`src/rtl/sw_debounce_pkg.sv`:
```
// rtl/sw_debounce_pkg.sv - shared defaults and counter-width helpers for the switch debouncer
package sw_debounce_pkg;

    localparam int SW_WIDTH        = 32;
    localparam int SW_TICK_DIV     = 50000;
    localparam int SW_STABLE_TICKS = 8;

    function automatic int sw_cnt_w(input int stable_ticks);
        return $clog2(stable_ticks + 1);
    endfunction

    typedef logic [$clog2(SW_STABLE_TICKS + 1)-1:0] sw_cnt_t;

endpackage

```
`src/rtl/sw_debounce_bit.sv`:
```
// rtl/sw_debounce_bit.sv - one-bit synchronizer, tick-based stability filter and edge pulses
// Edge pulse flops exist only when SW_DEBOUNCE_EDGE_EN is defined.
module sw_debounce_bit
    import sw_debounce_pkg::*;
#(
    parameter int STABLE_TICKS = SW_STABLE_TICKS
) (
    input  logic clk_i,
    input  logic rst_i,
    input  logic tick_i,
    input  logic sw_raw_i,
    output logic sw_o,
    output logic sw_rise_o,
    output logic sw_fall_o
);

    localparam int                CNT_W    = sw_cnt_w(STABLE_TICKS);
    localparam logic [CNT_W-1:0]  CNT_LAST = CNT_W'(STABLE_TICKS - 1);

    logic             s1;
    logic             s2;
    logic [CNT_W-1:0] cnt;
    logic             accept;

    assign accept = (s2 != sw_o) && tick_i && (cnt == CNT_LAST);

    always_ff @(posedge clk_i) begin
        if (rst_i) begin
            s1   <= 1'b0;
            s2   <= 1'b0;
            sw_o <= 1'b0;
            cnt  <= '0;
        end else begin
            s1 <= sw_raw_i;
            s2 <= s1;
            // Any sample agreeing with the accepted level abandons the pending change.
            if (s2 == sw_o) begin
                cnt <= '0;
            end else if (tick_i) begin
                if (accept) begin
                    sw_o <= s2;
                    cnt  <= '0;
                end else begin
                    cnt <= cnt + 1'b1;
                end
            end
        end
    end

`ifdef SW_DEBOUNCE_EDGE_EN
    always_ff @(posedge clk_i) begin
        if (rst_i) begin
            sw_rise_o <= 1'b0;
            sw_fall_o <= 1'b0;
        end else begin
            sw_rise_o <= accept & s2;
            sw_fall_o <= accept & ~s2;
        end
    end
`else
    assign sw_rise_o = 1'b0;
    assign sw_fall_o = 1'b0;
`endif

endmodule

```
`src/rtl/sw_debounce.sv`:
```
// rtl/sw_debounce.sv - switch bus debouncer: shared tick prescaler plus per-bit filters
// Rise/fall/change pulses are built only when SW_DEBOUNCE_EDGE_EN is defined.
module sw_debounce
    import sw_debounce_pkg::*;
#(
    parameter int WIDTH        = SW_WIDTH,
    parameter int TICK_DIV     = SW_TICK_DIV,
    parameter int STABLE_TICKS = SW_STABLE_TICKS
) (
    input  logic             clk_i,
    input  logic             rst_i,
    input  logic [WIDTH-1:0] sw_raw_i,
    output logic [WIDTH-1:0] sw_o,
    output logic [WIDTH-1:0] sw_rise_o,
    output logic [WIDTH-1:0] sw_fall_o,
    output logic             sw_chg_o
);

    localparam int               PRE_W    = (TICK_DIV > 1) ? $clog2(TICK_DIV) : 1;
    localparam logic [PRE_W-1:0] PRE_LAST = PRE_W'(TICK_DIV - 1);

    logic [PRE_W-1:0] pre;
    logic             tick;

    // With TICK_DIV == 1 the counter sits at 0 and tick stays high.
    assign tick = (pre == PRE_LAST);

    always_ff @(posedge clk_i) begin
        if (rst_i || tick) begin
            pre <= '0;
        end else begin
            pre <= pre + 1'b1;
        end
    end

    for (genvar i = 0; i < WIDTH; i++) begin : g_bit
        sw_debounce_bit #(
            .STABLE_TICKS(STABLE_TICKS)
        ) u_bit (
            .clk_i     (clk_i),
            .rst_i     (rst_i),
            .tick_i    (tick),
            .sw_raw_i  (sw_raw_i[i]),
            .sw_o      (sw_o[i]),
            .sw_rise_o (sw_rise_o[i]),
            .sw_fall_o (sw_fall_o[i])
        );
    end

`ifdef SW_DEBOUNCE_EDGE_EN
    assign sw_chg_o = |(sw_rise_o | sw_fall_o);
`else
    assign sw_chg_o = 1'b0;
`endif

endmodule

```
`config.mk`:
```
export PLATFORM = sky130hd
export DESIGN_NAME = sw_debounce
export DESIGN_NICKNAME = d
export VERILOG_FILES = /design/src/rtl/sw_debounce_pkg.sv /design/src/rtl/sw_debounce_bit.sv /design/src/rtl/sw_debounce.sv
export SDC_FILE = /design/constraint.sdc
export NUM_CORES = 1
export LEC_CHECK = 0
export BUFFER_PORTS_ARGS = -buffer_cell sky130_fd_sc_hd__buf_2
export CORE_UTILIZATION = 30
export CTS_CLUSTER_DIAMETER = 200
export DETAILED_ROUTE_END_ITERATION = 16
export GPL_ROUTABILITY_DRIVEN = 0
export SETUP_SLACK_MARGIN = 0.15
export SYNTH_ARGS = -nofsm -noshare
export SYNTH_HDL_FRONTEND = slang
export SYNTH_SLANG_ARGS = --single-unit
```
`constraint.sdc`:
```
create_clock -name clk_i -period 2.4 [get_ports clk_i]
set_clock_uncertainty 0.1 [all_clocks]
set_input_delay 0.12 -clock clk_i [delete_from_list [all_inputs] [get_ports clk_i]]
set_output_delay 0.12 -clock clk_i [all_outputs]
set_load 0.03 [all_outputs]
```
# After elaboration in Yosys (flattened, before gate mapping)
# Cells that the tools add are included.
# classes
n_bitwise	32
n_addsub	33
reduce_logical	129
n_eq_ne	97
n_mux	32
# op_table
cell	count
adder 4 x 1 -> 4 bit, second input constant	32
== test 4 x 3 -> 1 bit, second input constant	32
2-to-1 mux 4 bit	32
AND reduction 3 bit	32
logical AND 1 bit	64
OR reduction 2 bit	32
== test 1 bit	32
inequality test 1 bit	32
inverter 1 bit	32
adder 16 x 1 -> 16 bit, second input constant	1
== test 16 bit, second input constant	1
logical OR 1 bit	1
# totals
register_bits	240
input_bits	34
elab_cells	452
output_inout_bits	97

# Longest topological paths before layout
# Gate-level depths: netlist of run 1.
# depth
ltp_word	4
mapped_depth	8
ltp_nobuf	5

# Modules after synthesis
# A second synthesis of run 1 with hierarchy kept.
# unflattened
cells_unflattened	1043
hier_area_um2	10171.0
# by_module_without_submodules
mod	n_inst	cells_per_inst	area_per_inst_um2	seq_area_each_um2
sw_debounce_bit	32	30	295.3	140.1
sw_debounce	1	83	721.9	320.3

# Worst setup path before layout of run 1
# No wires, ideal clock.
# synth_path
kind	register to register
from	register pre[0]
to	register g_bit[20].u_bit.cnt[3]
t_arrival_ps	1852
path_buffers	2
t_required_ps	2230
setup_time_ps	70
synth_period_minus_slack_ps	2021
setup_slack_ps	379
path_stages_with_launch	8
cell_sequence	dfxtp_1 > ha_1 > and4_1 > nand4_2 > buf_6 > buf_6 > or4_1 > a21oi_1
# synth_between
elab_chain_len	4
# synth_rtl
element	line_no	rtl
from (decl)	sw_debounce.sv:22	logic [PRE_W-1:0] pre;
from (signal assigned)	sw_debounce.sv:32	pre <= pre + 1'b1;
== test 16 bit *	sw_debounce.sv:26	assign tick = (pre == PRE_LAST);
logical AND 1 bit (2 in series)	sw_debounce_bit.sv:25	assign accept = (s2 != sw_o) && tick_i && (cnt == CNT_LAST);
2-to-1 mux 4 bit	sw_debounce_bit.sv:40	if (accept) begin
to (signal assigned)	sw_debounce_bit.sv:44	cnt <= cnt + 1'b1;
to (decl)	sw_debounce_bit.sv:22	logic [CNT_W-1:0] cnt;
# Mark *: on every way between the ends. The rest lies on a longest branch, timed or not.
# A chain may end at the register's enable or synchronous reset.

# Worst setup path in the final report of run 1
# layout_path
from	register pre[11]
to	register g_bit[26].u_bit.cnt[3]
# layout_between
elab_chain_len	4
# layout_rtl
element	line_no
== test 16 bit *	sw_debounce.sv:26
logical AND 1 bit (2 in series)	sw_debounce_bit.sv:25
2-to-1 mux 4 bit	sw_debounce_bit.sv:40
to (signal assigned)	sw_debounce_bit.sv:44
to (decl)	sw_debounce_bit.sv:22
# Marked as above.

==> impl_metrics.json, run 1 <==
{
  "status": "finished with violations",
  "violations": "design-rule violations",
  "slew_violations": 0,
  "area_growth_pct": 18.3,
  "htreeDepth": 1,
  "coreArea_um2": 34500,
  "yosysWarnings": 0,
  "synth_top_area_share_pct": 45.7,
  "ff2ff_path_depth": 6,
  "postLayoutCoreUtil_pct": 36.0,
  "cts.sinks": 240,
  "grt_max_degree": 85,
  "root_buffer": "clkbuf_16",
  "cts_tree": "done",
  "fin_crit_sh_pct": 88.3,
  "ir_drop_mv": 0.539,
  "setup_slack_ns": 0.282,
  "ant_nets": 0,
  "hold_depth": 3,
  "path_clk_slew_ns": 0.06,
  "cap_viol_max_count": 0,
  "arrival_ns": 2.49,
  "critPathRequiredTime_ns": 2.77,
  "rsz0062_at_grt": "no",
  "setup_viol_count_final": 0,
  "grt_pass1_wl_mm": 32.6,
  "fin_tns_setup_ns": 0,
  "initial_utilization_pct": 30.4,
  "wire_per_inst_um": 11.5,
  "diodes": 0,
  "io_buffers": 65,
  "synth_edf_count": 0,
  "worstPathMaxFanout": 42,
  "drcViolationCount": 1,
  "r2r-end": "g_bit[26].u_bit.cnt[3]",
  "via_count": 8112,
  "whs_endpoint": "g_bit[29].u_bit.s1",
  "period_minus_slack_ns": 2.12,
  "cts_buffers": 28,
  "synthArstFlopShare_pct": 0,
  "power_uw": 9200,
  "critPathCaptureType": "flop",
  "avgSynthCellArea_um2": 8.60,
  "clock_latency_ns": 0.56,
  "synth.most_common_cell": "dfxtp_1",
  "overflow": 0,
  "synth-seq-cells": 240,
  "min_path_type": "input port to flop",
  "yosys_most_used_dff": "dfxtp_1",
  "p_per_area_nw_per_um2": 740,
  "leakage_uw": 0.00463,
  "synth.distinct_cells": 29,
  "holdCritStartpoint": "sw_raw_i[29]",
  "synthTopCellsByCount": "dfxtp_1, a21oi_1, nand2_1, buf_4, nand3_1",
  "yosys-top-cells-area": "dfxtp_1, a21oi_1, buf_4",
  "grt_pass1_vias": 7062,
  "dp.final_hpwl_mm": 12.2,
  "seq_area_frac_synth_pct": 45.7,
  "fp.dieH_um": 189,
  "viasPerCell": 4.60,
  "path_class": "flop to flop",
  "syn_inst": 1222,
  "grtUsageTotal_pct": 10.7,
  "crit_path_start_kind": "flop",
  "dr.pass1.iters": 13,
  "synth_area_um2": 10500,
  "dp_slack_ns": 0.197,
  "totalWireLength_mm": 20.3,
  "die_x_um": 189,
  "pin_count": 131,
  "dieArea_um2": 35800,
  "cts_buffer_depth": 3,
  "r2r_setup_slack_ns": 0.28,
  "finalHoldViolCount": 0,
  "synth_top_cell_by_area": "dfxtp_1",
  "antenna_found_initial": 0,
  "nNetsFinal": 1355,
  "r2r-start": "pre[11]",
  "fmax_mhz": 472,
  "row_count": 68,
  "drive_gt1_share_pct": 10.5,
  "drt_iter0_drc": 418
}
## metrics by stage
stage | cells | area [µm²] | hold slack (ns)
6_report | 1764 | 12400 | 0.209
3_5_place_dp | 1672 | 10900 | 0.233
4_1_cts | 1757 | 12300 | 0.167
5_1_grt | 1764 | 12400 | 0.198
2_1_floorplan | 1286 | 10800 | 0.148
3_3_place_gp | 1672 | 10900 | 0.226
## sequential cells by signal, indices dropped and copies added, names as in the netlist
signal and flops:
g_bit.u_bit.cnt 128, pre 16, g_bit.u_bit.s2 32, g_bit.u_bit.s1 32, g_bit.u_bit.sw_o 32
## logic make-up (layout without fill, tap and decap cells)
family	after synthesis	count (layout)	share of synthesized area, %
xor+xnor	41	41	3.42
compound gates	266	266	13.5
simple gates	460	460	23.2
flops	240	240	45.7
fa+ha+maj	33	33	3.93
other cells	1	65	0.0357
buf+inv	181	204	10.2
## placed cells by master (no fill, tap or decap), drive strengths merged, types with 5 or more instances in the layout
cell type	instances
a21oi	165
buf	83
bufinv	7
clkbuf	43
conb	65
dfxtp	240
dlygate4sd3	34
ha	33
inv	33
nand2	133
nand2b	33
nand3	70
nand4	5
nor2	46
nor2b	64
o21ai	68
o31ai	33
or3	68
or4	20
or4b	13
xor2	37
## layer usage
| metal | vias up | wire (µm) | track usage [%] |
|---|---|---|---|
| met4 | 0 | 461 | 3.19 |
| li1 | 4189 | - | - |
| met1 | 3765 | 9580 | 13.6 |
| met3 | 41 | 929 | 2.67 |
| met2 | 117 | 9350 | 17.8 |
| met5 | - | 0 | 0 |
## power breakdown
group,internal (µW),switching (µW)
registers,4040,23.8
logic,114,224
clock network,3130,1670
total,7290,1920
## worst max-delay path by stage
| stage | from | to | slack [ns] | depth (start not counted) |
|---|---|---|---|---|
| final | pre[11] | g_bit[26].u_bit.cnt[3] | 0.28 | 6 |
| after global routing | pre[1] | g_bit[1].u_bit.cnt[3] | 0.17 | 7 |
| after CTS | pre[11] | g_bit[4].u_bit.cnt[3] | 0.18 | 5 |
| after detailed placement | pre[0] | g_bit[4].u_bit.cnt[3] | 0.20 | 6 |
| after global placement | pre[0] | g_bit[4].u_bit.cnt[3] | 0.22 | 6 |
| after floorplan | pre[0] | g_bit[20].u_bit.cnt[3] | 0.38 | 7 |
## critical path, cell delays in order, from the launching register on
cell and delay, ns:
dfxtp_1 0.35, nor4b_2 0.43, nand4_4 0.14, buf_12 0.19
buf_16 0.16, or4_1 0.48, a21oi_1 0.15
## layout make-up
cell class / count / area [µm²]
multi-input cells: 865 / 4880
flip-flops and latches: 240 / 4810
clock buffers: 40 / 826
clock inverters: 11 / 245
inverters: 33 / 124
fillers: 3505 / 22100
well taps: 455 / 569
repair buffers: 120 / 986
## timing repair
action	in CTS	in global routing
resized for setup	0	2
endpoints found under the hold margin	42	0
buffers inserted	0	4
hold buffers	34	0
setup endpoints to repair	0	33
Note: power is estimated with default switching activity, not from simulation.
==> inputs of run 2 (changes only) <==
--- a/config.mk
+++ b/config.mk
@@ -10,6 +10,7 @@
 export CTS_CLUSTER_DIAMETER = 200
 export DETAILED_ROUTE_END_ITERATION = 16
 export GPL_ROUTABILITY_DRIVEN = 0
+export GPL_TIMING_DRIVEN = 0
 export SETUP_SLACK_MARGIN = 0.15
 export SYNTH_ARGS = -nofsm -noshare
 export SYNTH_HDL_FRONTEND = slang
==> run 2 against run 1 <==
  * The run still ends with design-rule violations left
  * Die area unchanged
  * Clock power decreased by 17%
  * Sequential power about the same
  * Clock-buffer cell count increased by 1
  * Power decreased by 7.8%
  * Maximum frequency decreased by 0.59%
  * Sequential share of layout area decreased by 1.7 points
  * Utilization increased by 1.7 points
==> impl_metrics.json, run 2 (same netlist as run 1, synthesis figures left out) <==
{
  "die_x_um": 189,
  "row_count": 68,
  "clockPowerShare_pct": 46.9,
  "setup_slack_ns": 0.269,
  "p_sw_share_pct": 22.1,
  "antenna_found_initial": 0,
  "clock_latency_ns": 0.53,
  "r2r_setup_slack_ns": 0.27,
  "ir_drop_mv": 0.402,
  "finalHoldViolCount": 0,
  "fmax_mhz": 469,
  "stdcell_count": 1891,
  "worstPathMaxFanout": 10,
  "drt_iter0_drc": 466,
  "cap_viol_max_count": 0,
  "switchingPower_uw": 1880,
  "critPathCaptureType": "flop",
  "period_minus_slack_ns": 2.13,
  "coreArea_um2": 34500,
  "slowest_stage": "dfxtp_2",
  "filler_cell_count": 3602,
  "totalWireLength_mm": 25.0,
  "power_uw": 8490,
  "placed_area_um2": 11600,
  "grt_pass1_wl_mm": 40.6,
  "drive_gt1_share_pct": 17.8,
  "p_per_area_nw_per_um2": 652,
  "grtUsageTotal_pct": 13.9,
  "worst-path-buf-inv": 3,
  "path_clk_slew_ns": 0.06,
  "drcViolationCount": 1,
  "violations": "design-rule violations",
  "leakage_uw": 0.00507,
  "cts.sinks": 240,
  "grt_max_degree": 13,
  "htreeDepth": 1,
  "via_count": 8748,
  "min_path_type": "input port to flop",
  "arrival_ns": 2.40,
  "place_inst": 1805,
  "io_buffers": 64,
  "cts_buffers": 27,
  "design_area_um2": 13000,
  "crit_top_cell": "buf_6",
  "fin_crit_sh_pct": 88.8,
  "combPwrFrac_pct": 5.2,
  "fp.dieH_um": 189,
  "setup_viol_count_final": 0,
  "dieArea_um2": 35800,
  "status": "finished with violations",
  "critPathRequiredTime_ns": 2.67,
  "wire_per_inst_um": 13.2,
  "path_class": "flop to flop",
  "cts_buffer_depth": 3,
  "critPathTopFamily": "buffers and inverters",
  "rsz0062_at_grt": "no",
  "cts_tree": "done",
  "layout_commonest_cell": "dfxtp_1",
  "power.internal_uw": 6610,
  "cpPeakStageDelay_ns": 0.38,
  "slew_violations": 0,
  "seq_power_share_pct": 47.9,
  "grt_pass1_vias": 7943,
  "overflow": 0,
  "viasPerCell": 4.63,
  "worst_pin_slew_ns": 0.819,
  "layout_common_cells": "dfxtp_1, a21oi_1, nand2_1",
  "nNetsFinal": 1483,
  "dp_slack_ns": -0.173,
  "largest_register_ffs": 128,
  "dp.final_hpwl_mm": 16.9,
  "largest-register": "g_bit.u_bit.cnt",
  "diodes": 0,
  "maxSlewHeadroom_pct": 45.4,
  "root_buffer": "clkbuf_16",
  "pin_count": 131,
  "initial_utilization_pct": 30.4,
  "area_growth_pct": 23.9,
  "dr.pass1.iters": 11,
  "ant_nets": 0,
  "crit_chain": "ha_4, and4_4, nand4_4, buf_6, buf_6, clkbuf_4, o31ai_1, a21oi_1",
  "crit_path_start_kind": "flop"
}
[run 2: cell types whose count changed in the layout (fill, tap and decap cells not counted), moves of 3 or more]
cell       change
buf_12         -7
buf_2          +5
buf_4         +89
buf_6          +3
bufinv_16      -6
clkbuf_1      +21
clkbuf_16      -4
clkbuf_2      +17
clkbuf_4       +5
clkinv_2       +4
o31ai_1       -13
o31ai_2       +13
[run 2: what timing repair did]
item,4_1_cts,5_1_grt
pin swaps,0,0
buffers inserted,1,0
endpoints found under the hold margin,33,0
hold buffers,36,0
endpoints found under the setup margin,175,170
gates resized for setup,24,41
[run 2: layer usage]
metal	wire length (µm)	up-vias	part of all wire [%]	global-route usage, %
met5	0	-	0	0
met4	506	0	2.0	4.22
met3	1240	38	5.0	1.85
met2	11600	184	46	22.8
met1	11700	4090	47	18.8
li1	-	4436	-	-
[run 2: layout make-up]
class | count | area, µm² | share of cell area (%)
inverter | 33 | 124 | 0.951
clock inverter | 8 | 67.6 | 0.519
clock buffer | 41 | 798 | 6.13
multi-input combinational | 865 | 4970 | 38.2
buffer | 148 | 996 | 7.65
tap | 455 | 569 | 4.37
timing repair buffer | 101 | 688 | 5.28
sequential | 240 | 4810 | 36.9
[run 2: path summary, 6_finish.rpt]
kind | start | endpoint | depth (start not counted)
min reg2reg | g_bit[3].u_bit.s1 | g_bit[3].u_bit.s2 | 1
max | pre[0] | g_bit[7].u_bit.sw_o | 8
max reg2reg | pre[0] | g_bit[7].u_bit.sw_o | 8
min | rst_i | g_bit[4].u_bit.cnt[1] | 3
[run 2: through the flow]
| stage | util [%] | TNS (ns) | hold slack, ns |
|---|---|---|---|
| 6_report | 37.7 | 0 | 0.205 |
| 5_1_grt | 37.7 | 0 | 0.246 |
| 4_1_cts | 37.4 | 0 | 0.210 |
| 3_5_place_dp | 33.7 | -5.29 | 0.235 |
| 3_3_place_gp | 33.7 | -4.10 | 0.232 |
| 2_1_floorplan | - | 0 | 0.148 |
[run 2: power groups by stage]
stage	clock, µW	sequential, µW	combinational, µW
2_1_floorplan	0	4140	318
3_3_place_gp	0	4150	387
3_5_place_dp	0	4150	388
4_1_cts	4080	4060	436
5_1_grt	4260	4070	475
6_report	3990	4070	438
[run 2: worst min-delay path: stages]
cell and delay [ns]:
clkbuf_1 0.26, nand2b_1 0.30, a21oi_1 0.12
==> inputs of run 3 (changes only) <==
--- a/config.mk
+++ b/config.mk
@@ -5,13 +5,15 @@
 export SDC_FILE = /design/constraint.sdc
 export NUM_CORES = 1
 export LEC_CHECK = 0
-export BUFFER_PORTS_ARGS = -buffer_cell sky130_fd_sc_hd__buf_2
 export CORE_UTILIZATION = 30
+export CTS_BUF_LIST = sky130_fd_sc_hd__clkbuf_8 sky130_fd_sc_hd__clkbuf_16
 export CTS_CLUSTER_DIAMETER = 200
 export DETAILED_ROUTE_END_ITERATION = 16
+export DONT_BUFFER_PORTS = 1
 export GPL_ROUTABILITY_DRIVEN = 0
 export GPL_TIMING_DRIVEN = 0
 export SETUP_SLACK_MARGIN = 0.15
 export SYNTH_ARGS = -nofsm -noshare
 export SYNTH_HDL_FRONTEND = slang
+export SYNTH_HIERARCHICAL = 1
 export SYNTH_SLANG_ARGS = --single-unit
==> run 3 against run 2 <==
  * The run ends with negative hold slack left
  * Sequential cell count is the same
  * Maximum frequency shrank 1.7%
  * Sequential share of layout area shrank 0.19 points
  * Sequential power is essentially flat
  * Worst hold slack lost 0.64 ns
  * Global-route usage shrank 3.1 points
  * Clock power grew 7.0%
  * Highest routed layer unchanged
==> impl_metrics.json, run 3 <==
{
  "synthArstFlopShare_pct": 0,
  "htreeDepth": 1,
  "setup_viol_count_final": 0,
  "cap_viol_max_count": 0,
  "yosys_most_used_dff": "dfxtp_1",
  "grt_max_degree": 131,
  "wl_met1_mm": 8.77,
  "initial_utilization_pct": 30.4,
  "ir_drop_mv": 0.581,
  "diodes": 0,
  "grt_pass1_wl_mm": 31.0,
  "period_minus_slack_ns": 2.17,
  "avgSynthCellArea_um2": 9.75,
  "io_buffers": 0,
  "grtUsageTotal_pct": 10.8,
  "largest_register_ffs": 128,
  "clock_latency_ns": 0.54,
  "maxSlewHeadroom_pct": 65.2,
  "pin_count": 131,
  "power_uw": 8750,
  "worst_pin_slew_ns": 0.522,
  "critPathCaptureType": "flop",
  "design_area_um2": 13100,
  "die_x_um": 186,
  "totalWireLength_mm": 19.4,
  "fp.dieH_um": 186,
  "synthTopCellsByCount": "dfxtp_1, nor2_1, nand2_1, buf_4, xor2_1",
  "ctsHoldBuffers": 97,
  "top_layer_used": "met4",
  "antenna_found_initial": 0,
  "placed_area_um2": 10900,
  "synth_top_cell_by_area": "dfxtp_1",
  "coreArea_um2": 33400,
  "path_clk_slew_ns": 0.06,
  "wire_per_inst_um": 11.5,
  "viasPerCell": 4.38,
  "layout_common_cells": "dfxtp_1, nor2_1, dlygate4sd3_1",
  "cts.sinks": 240,
  "drcViolationCount": 0,
  "crit_path_start_kind": "flop",
  "syn_inst": 1043,
  "critPathRequiredTime_ns": 2.73,
  "setup_slack_ns": 0.232,
  "seq_area_frac_synth_pct": 47.2,
  "postLayoutCoreUtil_pct": 39.2,
  "synth.distinct_cells": 27,
  "dr_wl_met2_mm": 9.33,
  "finalHoldViolCount": 47,
  "ant_nets": 0,
  "nNetsFinal": 1285,
  "drive_gt1_share_pct": 13.8,
  "via_count": 7379,
  "status": "finished with violations",
  "synth_top_area_share_pct": 47.2,
  "dp.final_hpwl_mm": 10.5,
  "rsz0062_at_grt": "yes",
  "fin_crit_sh_pct": 90.3,
  "synth-seq-cells": 240,
  "synth.most_common_cell": "dfxtp_1",
  "arrival_ns": 2.50,
  "route.met3.wl_um": 849,
  "violations": "negative hold slack",
  "leakage_uw": 0.00514,
  "slew_violations": 0,
  "fmax_mhz": 461,
  "dieArea_um2": 34600,
  "r2r_setup_slack_ns": 0.23,
  "dp_slack_ns": -0.504,
  "row_count": 67,
  "cts_buffers": 29,
  "p_per_area_nw_per_um2": 668,
  "worstPathMaxFanout": 20,
  "filler_cell_count": 3282,
  "dr.pass1.iters": 4,
  "drt_iter0_drc": 184,
  "cts_tree": "done",
  "path_class": "flop to flop",
  "synth_area_um2": 10200,
  "synth_edf_count": 0,
  "timing.hold.ws_ns": -0.440,
  "yosysWarnings": 6,
  "yosys-top-cells-area": "dfxtp_1, mux2i_1, xor2_1",
  "min_path_type": "input port to flop",
  "area_growth_pct": 28.8,
  "overflow": 0,
  "largest-register": "g_bit.u_bit/cnt",
  "layout_commonest_cell": "dfxtp_1",
  "root_buffer": "clkbuf_16",
  "cts_buffer_depth": 3,
  "grt_pass1_vias": 6856
}
## run 3: kinds of logic after synthesis
family	count (synthesis)	synth area share, %
adders and majority gates	33	4.06
DFF	240	47.2
AOI/OAI and AO/OA	64	4.33
muxes	64	6.30
xor gates and xnor gates	78	6.72
other	33	1.22
and+or+nand+nor	461	25.1
buffers and inverters	70	5.07
## run 3: final timing paths
check | from | to | depth (start not counted)
max | pre[4] | g_bit[11].u_bit/sw_o | 7
min | rst_i | g_bit[4].u_bit/sw_o | 1
max reg2reg | pre[4] | g_bit[11].u_bit/sw_o | 7
min reg2reg | pre[0] | pre[0] | 1
## run 3: worst max-delay path, cell delays in order (launching register included)
cell       delay [ns]
dfxtp_1          0.38
nor4bb_4         0.35
and4b_4          0.33
buf_16           0.18
bufbuf_16        0.33
nand4b_1         0.16
mux2i_1          0.18
nor2_1           0.05
## run 3: layer usage
| layer | GRT usage [%] | vias up |
|---|---|---|
| met4 | 3.84 | 0 |
| met3 | 2.16 | 31 |
| met5 | 0 | - |
| li1 | - | 3769 |
| met1 | 12.7 | 3469 |
| met2 | 19.3 | 110 |
## run 3: area by class of cell
type,instances,area (µm²),area share [%]
multi-input cells,767,5050,38.6
repair buffers,110,1200,9.20
clock inverters,14,126,0.965
plain buffers,67,510,3.90
clock buffers,36,822,6.28
flip-flops and latches,240,4810,36.7
inverters,3,11.3,0.0860
well taps,448,561,4.28
## run 3: timing repair
action	CTS	global route
resized for setup	5	4
pin swaps	3	1
endpoints found under the hold margin	240	47
cloned	5	1
endpoints found under the setup margin	141	73
buffers inserted	4	3
## run 3: per-stage QoR
step	setup TNS (ns)	instances	hold WS [ns]
after floorplan	-62.90	1075	0.0916
after CTS	0	1681	-0.474
after detailed placement	-25.46	1525	0.0996
final	0	1685	-0.440
after global routing	0	1685	-0.478
after global placement	-174.32	1523	0.101
## run 3: power breakdown
| part | leakage, µW | switching (µW) | internal, µW |
|---|---|---|---|
| Sequential | 0.00195 | 25.3 | 4040 |
| Combinational | 0.00271 | 204 | 204 |
| Clock | 0.000477 | 1660 | 2610 |
| Total | 0.00514 | 1890 | 6850 |
